[src/rtl/note_key_encoder_pkg.sv]
// Shared note codes and key-to-note encoding helpers for the song recogniser.
package note_key_encoder_pkg;

    localparam int KEY_COUNT = 8;

    localparam logic [3:0] NOTE_NONE = 4'd0;
    localparam logic [3:0] NOTE_C4   = 4'd1;
    localparam logic [3:0] NOTE_D    = 4'd2;
    localparam logic [3:0] NOTE_E    = 4'd3;
    localparam logic [3:0] NOTE_F    = 4'd4;
    localparam logic [3:0] NOTE_G    = 4'd5;
    localparam logic [3:0] NOTE_A    = 4'd6;
    localparam logic [3:0] NOTE_B    = 4'd7;
    localparam logic [3:0] NOTE_C5   = 4'd8;

    function automatic logic [3:0] key_code(input int idx);
        logic [3:0] code;
        code = NOTE_NONE;
        case (idx)
            0: code = NOTE_C4;
            1: code = NOTE_D;
            2: code = NOTE_E;
            3: code = NOTE_F;
            4: code = NOTE_G;
            5: code = NOTE_A;
            6: code = NOTE_B;
            7: code = NOTE_C5;
            default: code = NOTE_NONE;
        endcase
        return code;
    endfunction

    // Scan from the top so the lowest-index pressed key is written last.
    function automatic logic [3:0] priority_encode(input logic [KEY_COUNT-1:0] v);
        logic [3:0] code;
        code = NOTE_NONE;
        for (int i = KEY_COUNT - 1; i >= 0; i--) begin
            if (v[i]) code = key_code(i);
        end
        return code;
    endfunction

    function automatic logic is_chord(input logic [KEY_COUNT-1:0] v);
        return $countones(v) > 1;
    endfunction

endpackage

[src/rtl/note_key_encoder_key_debounce.sv]
// One key: two-flop synchroniser followed by a stable-count debouncer.
module key_debounce #(
    parameter int DEBOUNCE_CYCLES = 500000
) (
    input  logic CLK,
    input  logic RESET,
    input  logic key,
    output logic db
);

    localparam int CNT_W = $clog2(DEBOUNCE_CYCLES);
    localparam logic [CNT_W-1:0] CNT_LAST = CNT_W'(DEBOUNCE_CYCLES - 1);

    logic             sync1;
    logic             sync2;
    logic [CNT_W-1:0] cnt;

    // Any return to the accepted level restarts the stability count.
    always_ff @(posedge CLK) begin
        if (RESET) begin
            sync1 <= 1'b0;
            sync2 <= 1'b0;
            db    <= 1'b0;
            cnt   <= '0;
        end else begin
            sync1 <= key;
            sync2 <= sync1;
            if (sync2 == db) begin
                cnt <= '0;
            end else if (cnt == CNT_LAST) begin
                db  <= sync2;
                cnt <= '0;
            end else begin
                cnt <= cnt + CNT_W'(1);
            end
        end
    end

endmodule

[src/rtl/note_key_encoder.sv]
// Debounced piano keys to registered note code; define
// NOTE_KEY_CHORD_REJECT_EN to encode multi-key chords as none.
module note_key_encoder
    import note_key_encoder_pkg::*;
#(
    parameter int DEBOUNCE_CYCLES = 500000,
    parameter int NUM_KEYS        = 8
) (
    input  logic                CLK,
    input  logic                RESET,
    input  logic [NUM_KEYS-1:0] keys,
    output logic [3:0]          note,
    output logic                note_change,
    output logic [NUM_KEYS-1:0] key_led
);

    logic [NUM_KEYS-1:0] db;
    logic [3:0]          next_note;

    for (genvar k = 0; k < NUM_KEYS; k++) begin : g_key
        key_debounce #(
            .DEBOUNCE_CYCLES(DEBOUNCE_CYCLES)
        ) u_db (
            .CLK  (CLK),
            .RESET(RESET),
            .key  (keys[k]),
            .db   (db[k])
        );
    end

    assign key_led = db;

    always_comb begin
        next_note = priority_encode(db);
`ifdef NOTE_KEY_CHORD_REJECT_EN
        if (is_chord(db)) next_note = NOTE_NONE;
`endif
    end

    // Pulse only when the visible code moves, not on every recompute.
    always_ff @(posedge CLK) begin
        if (RESET) begin
            note        <= NOTE_NONE;
            note_change <= 1'b0;
        end else begin
            note        <= next_note;
            note_change <= (next_note != note);
        end
    end

endmodule

[config.mk]
export PLATFORM = sky130hd
export DESIGN_NAME = note_key_encoder
export DESIGN_NICKNAME = d
export VERILOG_FILES = /design/src/rtl/note_key_encoder_pkg.sv /design/src/rtl/note_key_encoder_key_debounce.sv /design/src/rtl/note_key_encoder.sv
export SDC_FILE = /design/constraint.sdc
export NUM_CORES = 1
export LEC_CHECK = 0
export CAP_MARGIN = 15
export CORE_ASPECT_RATIO = 1.1
export CORE_UTILIZATION = 40
export CTS_BUF_LIST = sky130_fd_sc_hd__clkbuf_8
export CTS_CLUSTER_DIAMETER = 80
export DETAILED_ROUTE_END_ITERATION = 10
export PLACE_DENSITY = 0.58
export SLEW_MARGIN = 20
export SYNTH_ARGS = -nofsm -noshare
export SYNTH_HDL_FRONTEND = slang
export SYNTH_HIERARCHICAL = 1
export SYNTH_SLANG_ARGS = --single-unit
[constraint.sdc]
create_clock -name CLK -period 2.3 [get_ports CLK]
set_input_delay 0.46 -clock CLK [delete_from_list [all_inputs] [get_ports CLK]]
set_output_delay 0.46 -clock CLK [all_outputs]
set_load 0.03 [all_outputs]
==> run summary, run 1 <==
The flow ran to the end, but the final reports show violations. The checks that failed: DRC. The kind of cell adding the most delay to the critical path is buffers and inverters.

In the global route stage, overall resource usage came out at 15.9%. Counting I/O delays and the setup requirement, the final critical path takes 2170 ps. The number of rows in the core area is 54. The global-route wire length before repair was 27600 µm. In the routed design, unresolved DRC markers number 6.

The highest fanout seen on the critical path was 6; the growth of design area from synthesis to finish was 13.2%. Clock tree synthesis found a total of 181 sinks. The tools report the required arrival time at the worst endpoint as 1840 ps.

After clock tree synthesis, the clock-pin slew on the worst setup and hold paths is 90 ps. The final hold violation count is 0. Dividing the detail-routed via count by the number of cells gives 5.17.

The slowest library cell on the worst path was sky130_fd_sc_hd__clkdlybuf4s50_1. Registers take 3630 µm². Input and output buffers added on the ports amount to 22. The launch point of the worst path is g_key[4].u_db/db.

Of the cells placed in the final design, the portion with a size suffix greater than 1 is 9.63%. The tools report the worst reg-to-reg setup slack as 260 ps. The setup fix buffers added after clock tree synthesis is 0, and the worst supply voltage drop on vdd is 0.000347 V. The netlist uses 42 different library cells.

The worst-case clock buffer depth is 2, and the total detailed-routing wirelength is 15700 µm. STA classifies the critical path startpoint as a flip-flop. The setup path with the least slack is of type reg -> out. Routability congestion estimate from global placement: 0.846. Global routing consumed, on the met1 layer, 19.8% of the routing resources. For this configuration, the core starts out at a cell density of 40.9%. For the global-route met2 utilization, the log shows 27.2%. In the synthesized netlist, the number of instances is 905.

The floorplan step set the die height to 152 µm. The logs give 2.65 nW for the leakage power figure and 21000 µm² for the overall die area. After the first detailed-routing iteration, the DRC count stood at 202. The tree is rooted in a sky130_fd_sc_hd__clkbuf_8. The number of detailed-routing iterations run before antenna repair is 7. The class of the worst hold path is reg -> reg. The floorplan step set the die width to 138 µm. Adding up every negative setup slack in the final design gives 0 ps.

The per-instance average area after synthesis was 9.01 µm². The sum of net half-perimeters after detailed placement is 11100 µm. The run gives 0 as the max-slew violation count. The filler cells instantiated in the layout total 1941.

The length in cells of the worst reg-to-reg path was 4. Arrival time reported for the critical path endpoint: 1710 ps. TritonCTS built the clock tree.

Counting flops with an async set or reset pin after synthesis yields a share of 0%. The logs give 6013 for the via count of the first global-routing pass and 11.1 ps for the worst clock skew. The worst setup path is captured at a primary output. The global routing stage identified its most utilized layer as met2. The biggest cell delay along the critical path is 740 ps, and the initial antenna violation count is 0.

Hold-fix buffer count after cts: 0. Traced cell by cell, the critical path runs through clkdlybuf4s50_1. The total number of yosys warnings was 6.

The count of nets left with antenna violations after detail routing is 0, and the remaining max-slew budget at the tightest pin is 58.7%. TritonCTS created 17 clock buffers. Startpoint of the worst register-to-register path: g_key[0].u_db/cnt[12]. The portion of the post-synthesis area used by sequential elements was 44.4%; the synthesized netlist net count was 923. For the pin count of the biggest net entering global routing, the log shows 36. For the total core area, the log shows 19900 µm².

The synthesized netlist occupies a cell area of 8160 µm². The post-route total power was 0.00534 W; the maximum clock frequency was 461 MHz. The repair_antennas step left the layout with diodes totalling 0.

In this run the worst setup path terminates at key_led[4]. The count of nets after finishing came out at 981. The run gives 450 ps as the later-pin clock latency in the skew report. Across all hold checks on the routed design, the worst slack comes to 430 ps. The slew of the pin with the lowest slew margin was 614 ps; the number of max-cap violations was 0. Global routing finished with a remaining overflow of 0. Setup repair after global routing left no endpoint under its margin. In this run the count of I/O pins placed on the die edge is 23. Dominant register cell in the synthesized netlist: sky130_fd_sc_hd__dfxtp_1.

The number of buffer and inverter stages on the critical path was 1; the period utilization was 94.4%. The final routed wire length divided by cell count is 12.8 µm. The logs give 130 ps for the final critical-path setup slack and 4420 µm² for the multi-input gate area in the final layout. Worst reg2reg path endpoint: g_key[0].u_db/db.

The number of failing setup endpoints in the final timing report is 0. The run gives 289 ps as the post-place setup slack. The register bit count reported by yosys was 181.

The number of gates on the worst path with buffers counted is 1. The count of flip-flops with a built-in enable after synthesis was 0; the total vias in the final route was 6343. Global routing met3 resource utilization: 2.99%. The run gives 4 as the deepest level of the CTS H-tree.

The power per unit of standard cell area works out to 578 nW/µm².
metal layers:
metal / routed length [µm] / share of wire [%]
met5: 0 / 0
met4: 231 / 1.5
met3: 287 / 1.8
met2: 7150 / 46
met1: 8000 / 51
cell families after synthesis:
family | after synthesis | synth area share (%)
xor gates and xnor gates | 113 | 12.1
muxes | 8 | 0.982
AOI/OAI and AO/OA | 82 | 6.55
buffers and inverters | 27 | 1.36
and+or+nand+nor | 486 | 33.3
adders and majority gates | 8 | 1.23
DFF | 181 | 44.4
worst register-to-register path: cells and delay by family, from the launching register on:
family,cells,cell delay (ps)
flip-flops,1,360
AND/OR/NAND/NOR,3,1530
AO/OA/AOI/OAI,1,80
cell usage in the layout (no fill, tap or decap), types with 5 or more instances in the layout:
| cell type | netlist | layout |
|---|---|---|
| sky130_fd_sc_hd__a21oi_1 | 35 | 35 |
| sky130_fd_sc_hd__and2_1 | 16 | 16 |
| sky130_fd_sc_hd__and4_1 | 16 | 16 |
| sky130_fd_sc_hd__buf_4 | 0 | 24 |
| sky130_fd_sc_hd__clkbuf_8 | 0 | 18 |
| sky130_fd_sc_hd__clkdlybuf4s50_1 | 0 | 21 |
| sky130_fd_sc_hd__clkinvlp_4 | 0 | 5 |
| sky130_fd_sc_hd__dfxtp_1 | 181 | 179 |
| sky130_fd_sc_hd__ha_1 | 8 | 8 |
| sky130_fd_sc_hd__inv_1 | 18 | 22 |
| sky130_fd_sc_hd__mux2i_1 | 8 | 8 |
| sky130_fd_sc_hd__nand2_1 | 33 | 33 |
| sky130_fd_sc_hd__nand2b_1 | 8 | 8 |
| sky130_fd_sc_hd__nand3_1 | 72 | 72 |
| sky130_fd_sc_hd__nand4_1 | 48 | 48 |
| sky130_fd_sc_hd__nand4bb_1 | 8 | 8 |
| sky130_fd_sc_hd__nor2_1 | 146 | 146 |
| sky130_fd_sc_hd__nor2b_1 | 17 | 17 |
| sky130_fd_sc_hd__nor3_1 | 17 | 17 |
| sky130_fd_sc_hd__nor3b_1 | 8 | 8 |
| sky130_fd_sc_hd__nor4_1 | 17 | 17 |
| sky130_fd_sc_hd__nor4b_1 | 9 | 9 |
| sky130_fd_sc_hd__o21ai_0 | 18 | 18 |
| sky130_fd_sc_hd__o21ai_1 | 8 | 8 |
| sky130_fd_sc_hd__o21ai_4 | 8 | 8 |
| sky130_fd_sc_hd__o31ai_1 | 9 | 9 |
| sky130_fd_sc_hd__or2_2 | 8 | 8 |
| sky130_fd_sc_hd__or3_1 | 17 | 17 |
| sky130_fd_sc_hd__or3b_2 | 8 | 8 |
| sky130_fd_sc_hd__or4_1 | 16 | 16 |
| sky130_fd_sc_hd__or4_4 | 8 | 8 |
| sky130_fd_sc_hd__or4b_1 | 8 | 8 |
| sky130_fd_sc_hd__xnor2_1 | 73 | 73 |
| sky130_fd_sc_hd__xor2_1 | 40 | 40 |
power by group:
group	switching, W	internal, W
clock network	0.00111	0.000983
logic	0.0000465	0.0000420
registers	0.00000943	0.00315
state kept, by name, summed over array words and instances (netlist names):
signal and cells:
g_key.u_db/cnt 152, g_key.u_db/db 8, g_key.u_db/sync2 8, note_change 1, g_key.u_db/sync1 8, note 4
worst min-delay path by stage:
stage,start,to,slack (ps),depth (start not counted)
after floorplan,g_key[0].u_db/sync1,g_key[0].u_db/sync2,410,1
after global placement,g_key[4].u_db/sync1,g_key[4].u_db/sync2,420,1
after detailed placement,g_key[6].u_db/sync1,g_key[6].u_db/sync2,420,1
after CTS,g_key[4].u_db/sync1,g_key[4].u_db/sync2,440,1
after global routing,g_key[4].u_db/sync1,g_key[4].u_db/sync2,450,1
final,g_key[4].u_db/sync1,g_key[4].u_db/sync2,430,1
synth_stat cells, types with 9 or more instances:
| library cell | count | area (µm²) |
|---|---|---|
| sky130_fd_sc_hd__or3_1 | 17 | 106 |
| sky130_fd_sc_hd__nor2b_1 | 17 | 106 |
| sky130_fd_sc_hd__nand3_1 | 72 | 360 |
| sky130_fd_sc_hd__nand4_1 | 48 | 300 |
| sky130_fd_sc_hd__nand2_1 | 33 | 124 |
| sky130_fd_sc_hd__a21oi_1 | 35 | 175 |
| sky130_fd_sc_hd__inv_1 | 18 | 67.6 |
| sky130_fd_sc_hd__xor2_1 | 40 | 350 |
| sky130_fd_sc_hd__o21ai_0 | 18 | 90.1 |
| sky130_fd_sc_hd__and4_1 | 16 | 140 |
| sky130_fd_sc_hd__nor4_1 | 17 | 106 |
| sky130_fd_sc_hd__nor4b_1 | 9 | 78.8 |
| sky130_fd_sc_hd__nor2_1 | 146 | 548 |
| sky130_fd_sc_hd__xnor2_1 | 73 | 639 |
| sky130_fd_sc_hd__nor3_1 | 17 | 85.1 |
| sky130_fd_sc_hd__or4_1 | 16 | 120 |
| sky130_fd_sc_hd__o31ai_1 | 9 | 67.6 |
| sky130_fd_sc_hd__dfxtp_1 | 181 | 3620 |
| sky130_fd_sc_hd__and2_1 | 16 | 100 |
area by class of cell:
class	count	share of cell area [%]
multi-input combinational	697	47.9
sequential	181	39.3
timing repair buffer	47	4.50
tap	252	3.41
clock buffer	18	2.68
clock inverter	14	1.50
inverter	19	0.772
what timing repair did:
action,4_1_cts,5_1_grt
hold endpoints to repair,0,0
resized for setup,0,2
setup endpoints to repair,0,2
metrics by stage:
stage | cell area (µm²) | instances | utilization, %
final | 9240 | 1228 | 46.3
after global routing | 9240 | 1228 | 46.3
after global placement | 8850 | 1196 | 44.4
after detailed placement | 8850 | 1196 | 44.4
after floorplan | 8160 | 905 | -
after CTS | 9240 | 1228 | 46.3
Note: power is estimated with default switching activity, not from simulation.
==> run 2: changes to the inputs <==
--- a/config.mk
+++ b/config.mk
@@ -11,6 +11,7 @@
 export CTS_BUF_LIST = sky130_fd_sc_hd__clkbuf_8
 export CTS_CLUSTER_DIAMETER = 80
 export DETAILED_ROUTE_END_ITERATION = 10
+export HOLD_SLACK_MARGIN = 0.02
 export PLACE_DENSITY = 0.58
 export SLEW_MARGIN = 20
 export SYNTH_ARGS = -nofsm -noshare
==> results of run 2 <==
Same layout as run 1: the final DEF is identical, and so are final timing and power.
==> run 3: changes to the inputs <==
--- a/config.mk
+++ b/config.mk
@@ -6,7 +6,7 @@
 export NUM_CORES = 1
 export LEC_CHECK = 0
 export CAP_MARGIN = 15
-export CORE_ASPECT_RATIO = 1.1
+export CORE_ASPECT_RATIO = 1.5
 export CORE_UTILIZATION = 40
 export CTS_BUF_LIST = sky130_fd_sc_hd__clkbuf_8
 export CTS_CLUSTER_DIAMETER = 80
==> run 3 against run 2 <==
Compared with the run above: the run now ends clean; clock-buffer cell count unchanged; clock skew up 0.64 ps; critical path type unchanged; critical endpoint is now key_led[3]; combinational power shrank 3.5%; sequential share of layout area is 0.16 points lower; largest cell class unchanged; global-route usage rose by 0.69 points; die area hardly changed.
==> run summary, run 3 (synthesis results as in run 1) <==
The length in cells of the worst reg-to-reg path was 4 (unchanged). The area growth from synthesis to layout is 13.6%. The library cell used most frequently in the layout, excluding fill and tap cells, is sky130_fd_sc_hd__dfxtp_1.

The die height is 177 µm (+17%). The run gives 4420 µm² (unchanged) as the multi-input gate area in the final layout. The tools report the internal power summed over all cells as 0.00431 W (+3.2%). Count of nets after finishing: 981 (unchanged). The run gives 28600 µm (+3.4%) as the global-route wire length before repair. Counting flops per register, the top entry is g_key.u_db/cnt. The number of DRC markers after the initial detailed-route iteration was 309 (+53%). The run gives 41.1% (+0.14 points) as the initial cell density of the core. Among all stages on the critical path, the largest delay is contributed by sky130_fd_sc_hd__clkdlybuf4s50_1. The deepest level of the CTS H-tree was 4 (unchanged). Post-place setup slack: 285 ps (-4.10 ps).

The fraction of power spent switching nets is 22.1% (+0.28 points). For the relative contribution of the clock network to total power, the log shows 41.3% (+2.1 points). The tools report the number of rows in the core area as 63 (+17%). The tools report the total detailed-routing wirelength as 16400 µm (+4.6%). Summed negative setup slack over all endpoints: 0 ps (unchanged). The via density per instance works out to 5.23 (+1.2%).

For the worst-case clock buffer depth, the log shows 2 (unchanged). For the later-pin clock latency in the skew report, the log shows 450 ps (about the same). The sum of net half-perimeters after detailed placement was 11900 µm (+6.5%); the setup fix buffers added after clock tree synthesis was 0 (unchanged).

The logs give 0.000384 V (+11%) for the worst supply voltage drop on vdd and 0 (unchanged) for the max-slew violation count. The horizontal die dimension works out to 119 µm (-14%). The post-route total power was 0.00553 W (+3.6%); the quantity of gates resized following cts was 0 (unchanged). The worst setup path is launched from a flip-flop.

The cell family contributing the most delay on the critical path is buffers and inverters. Fraction of final layout cells with drive strength greater than 1: 9.84% (+0.20 points). The run gives 462 MHz (+0.32%) as the maximum clock frequency.

The startpoint identified for the worst register-to-register timing path is g_key[2].u_db/cnt[12]. TritonCTS sink count: 181 (unchanged). For the non-filler instance count after layout, the log shows 1236 (+0.65%). The slew of the pin with the lowest slew margin is 660 ps (+45.5 ps), and the pin count of the biggest net entering global routing is 37 (+2.8%).

The hold-fix buffer count after cts was 0 (unchanged). The flow ran to the end, and the final reports show no timing, DRC or antenna violations. The final cell utilization of the core was 46.7% (+0.32 points); the clock slew seen by the registers of the worst setup and hold paths was 90 ps (about the same).

The tools report the sink of the worst hold path as g_key[3].u_db/sync2. The tools report the number of design rule violations left after detail routing as 0 (-6). The remaining max-slew budget at the tightest pin was 55.6% (-3.1 points). The required arrival time at the worst endpoint was 1840 ps (about the same).

The run gives 0.805 (-4.8%) as the routability congestion estimate from global placement. The period utilization is 94.1% (-0.30 points). The final critical-path setup slack was 137 ps (+6.95 ps). The worst reg2reg path endpoint was g_key[2].u_db/db. The launch instance of the worst min-delay path was g_key[3].u_db/sync1. The biggest cell delay along the critical path came out at 730 ps (about the same). Walking the worst path, the cells encountered are clkdlybuf4s50_1.

The leakage power figure was 2.66 nW (+0.52%). Root buffer cell: sky130_fd_sc_hd__clkbuf_8. TritonCTS built the clock tree. The number of failing setup endpoints in the final timing report is 0 (unchanged). The number of buffer and inverter stages on the critical path was 1 (unchanged). Final routed wire length divided by cell count: 13.3 µm (+3.9%). Class of the worst hold path: reg -> reg. Initial antenna violation count: 0 (unchanged).

STA classifies the critical path endpoint as a primary output. The power per unit of standard cell area works out to 596 nW/µm² (+3.2%). The switching power total came out at 0.00122 W (+4.9%). Critical path class: reg -> out. Minimum clock period after layout: 2160 ps (-6.95 ps). The worst clock skew was 11.8 ps (+0.644 ps). In the layout the commonest cells are 181 x sky130_fd_sc_hd__dfxtp_1, 146 x sky130_fd_sc_hd__nor2_1, 73 x sky130_fd_sc_hd__xnor2_1. The post-placement cell count is 1204 (+0.67%), and the global routing usage summed across all routing layers is 16.6% (+0.69 points). The number of max-cap violations came out at 0 (unchanged). The flip-flop count of the largest register after layout was 152 (unchanged). The number of detailed-routing iterations run before antenna repair is 4 (-3), and the number of cells traversed by the worst hold path is 1 (unchanged). Total I/O pin count: 23 (unchanged).

For the via count of the first global-routing pass, the log shows 6378 (+6.1%). The overall die area was 21000 µm² (about the same). Setup repair after global routing left no endpoint under its margin. The run gives 0 (unchanged) as the final hold violation count. The number of gates on the worst path with buffers counted is 1 (unchanged). The run gives 1.5% (-0.2 points) as the logic gate share of total power. The highest fanout seen on the critical path came out at 6 (unchanged). Total vias in the final route: 6459 (+1.8%).

The tools report the arrival time reported for the critical path endpoint as 1700 ps (about the same). The run gives 1982 (+2.1%) as the number of fillers in the final layout. The logs give 0 (unchanged) for the overall overflow remaining after global route and 250 ps (about the same) for the worst reg-to-reg setup slack.

The count of nets left with antenna violations after detail routing was 0 (unchanged); the sequential fraction of design power was 57.1% (-2.0 points). The logs give 3620 µm² (about the same) for the area used by sequential logic in the layout and 19900 µm² (-0.34%) for the total core area. The count of buffers from port buffering works out to 22 (unchanged). The logs give 17 (unchanged) for the TritonCTS buffer count and 0 (unchanged) for the total inserted antenna cells.
-- run 3: cell count changes in the layout (fill, tap and decap cells not counted), moves of 2 or more --
cell,delta
sky130_fd_sc_hd__inv_1,-4
sky130_fd_sc_hd__clkinv_2,+3
sky130_fd_sc_hd__clkinvlp_4,-3
sky130_fd_sc_hd__dfxtp_1,+2
sky130_fd_sc_hd__dfxtp_2,-2
sky130_fd_sc_hd__inv_6,+2
-- run 3: power by group through the flow --
stage	Clock [W]	Combinational [W]	Sequential, W
floorplan	0	0.0000446	0.00323
global placement	0	0.0000867	0.00323
detailed placement	0	0.0000873	0.00323
CTS	0.00238	0.0000875	0.00316
global route	0.00252	0.0000947	0.00316
finish	0.00229	0.0000854	0.00316
-- run 3: metrics by stage --
step	area (µm²)	hold WS [ps]
finish	9270	441
global placement	8850	417
detailed placement	8850	424
CTS	9270	446
floorplan	8160	414
global route	9270	466
-- run 3: cell type report --
cell class                 count  area share, %
tap                          260           3.51
timing repair buffer          47           4.35
clock buffer                  18           2.67
clock inverter                14           1.89
multi-input combinational    697           47.7
inverter                      19          0.769
sequential                   181           39.1
-- run 3: routing by layer --
metal | global-route usage [%] | up-vias | routed length [µm] | part of all wire (%)
met4 | 7.17 | 0 | 373 | 2.3
met2 | 30.8 | 58 | 8430 | 51
li1 | - | 3355 | - | -
met3 | 3.67 | 28 | 467 | 2.9
met5 | 0 | - | 0 | 0
met1 | 18.0 | 3018 | 7120 | 43
-- run 3: worst max-delay path by stage --
stage                                from  slack (ps)          endpoint
finish                   g_key[3].u_db/db         140        key_led[3]
global route             g_key[3].u_db/db          20        key_led[3]
CTS                      g_key[3].u_db/db          80        key_led[3]
detailed placement  g_key[1].u_db/cnt[12]         280  g_key[1].u_db/db
global placement    g_key[1].u_db/cnt[12]         290  g_key[1].u_db/db
floorplan           g_key[0].u_db/cnt[12]         360  g_key[0].u_db/db
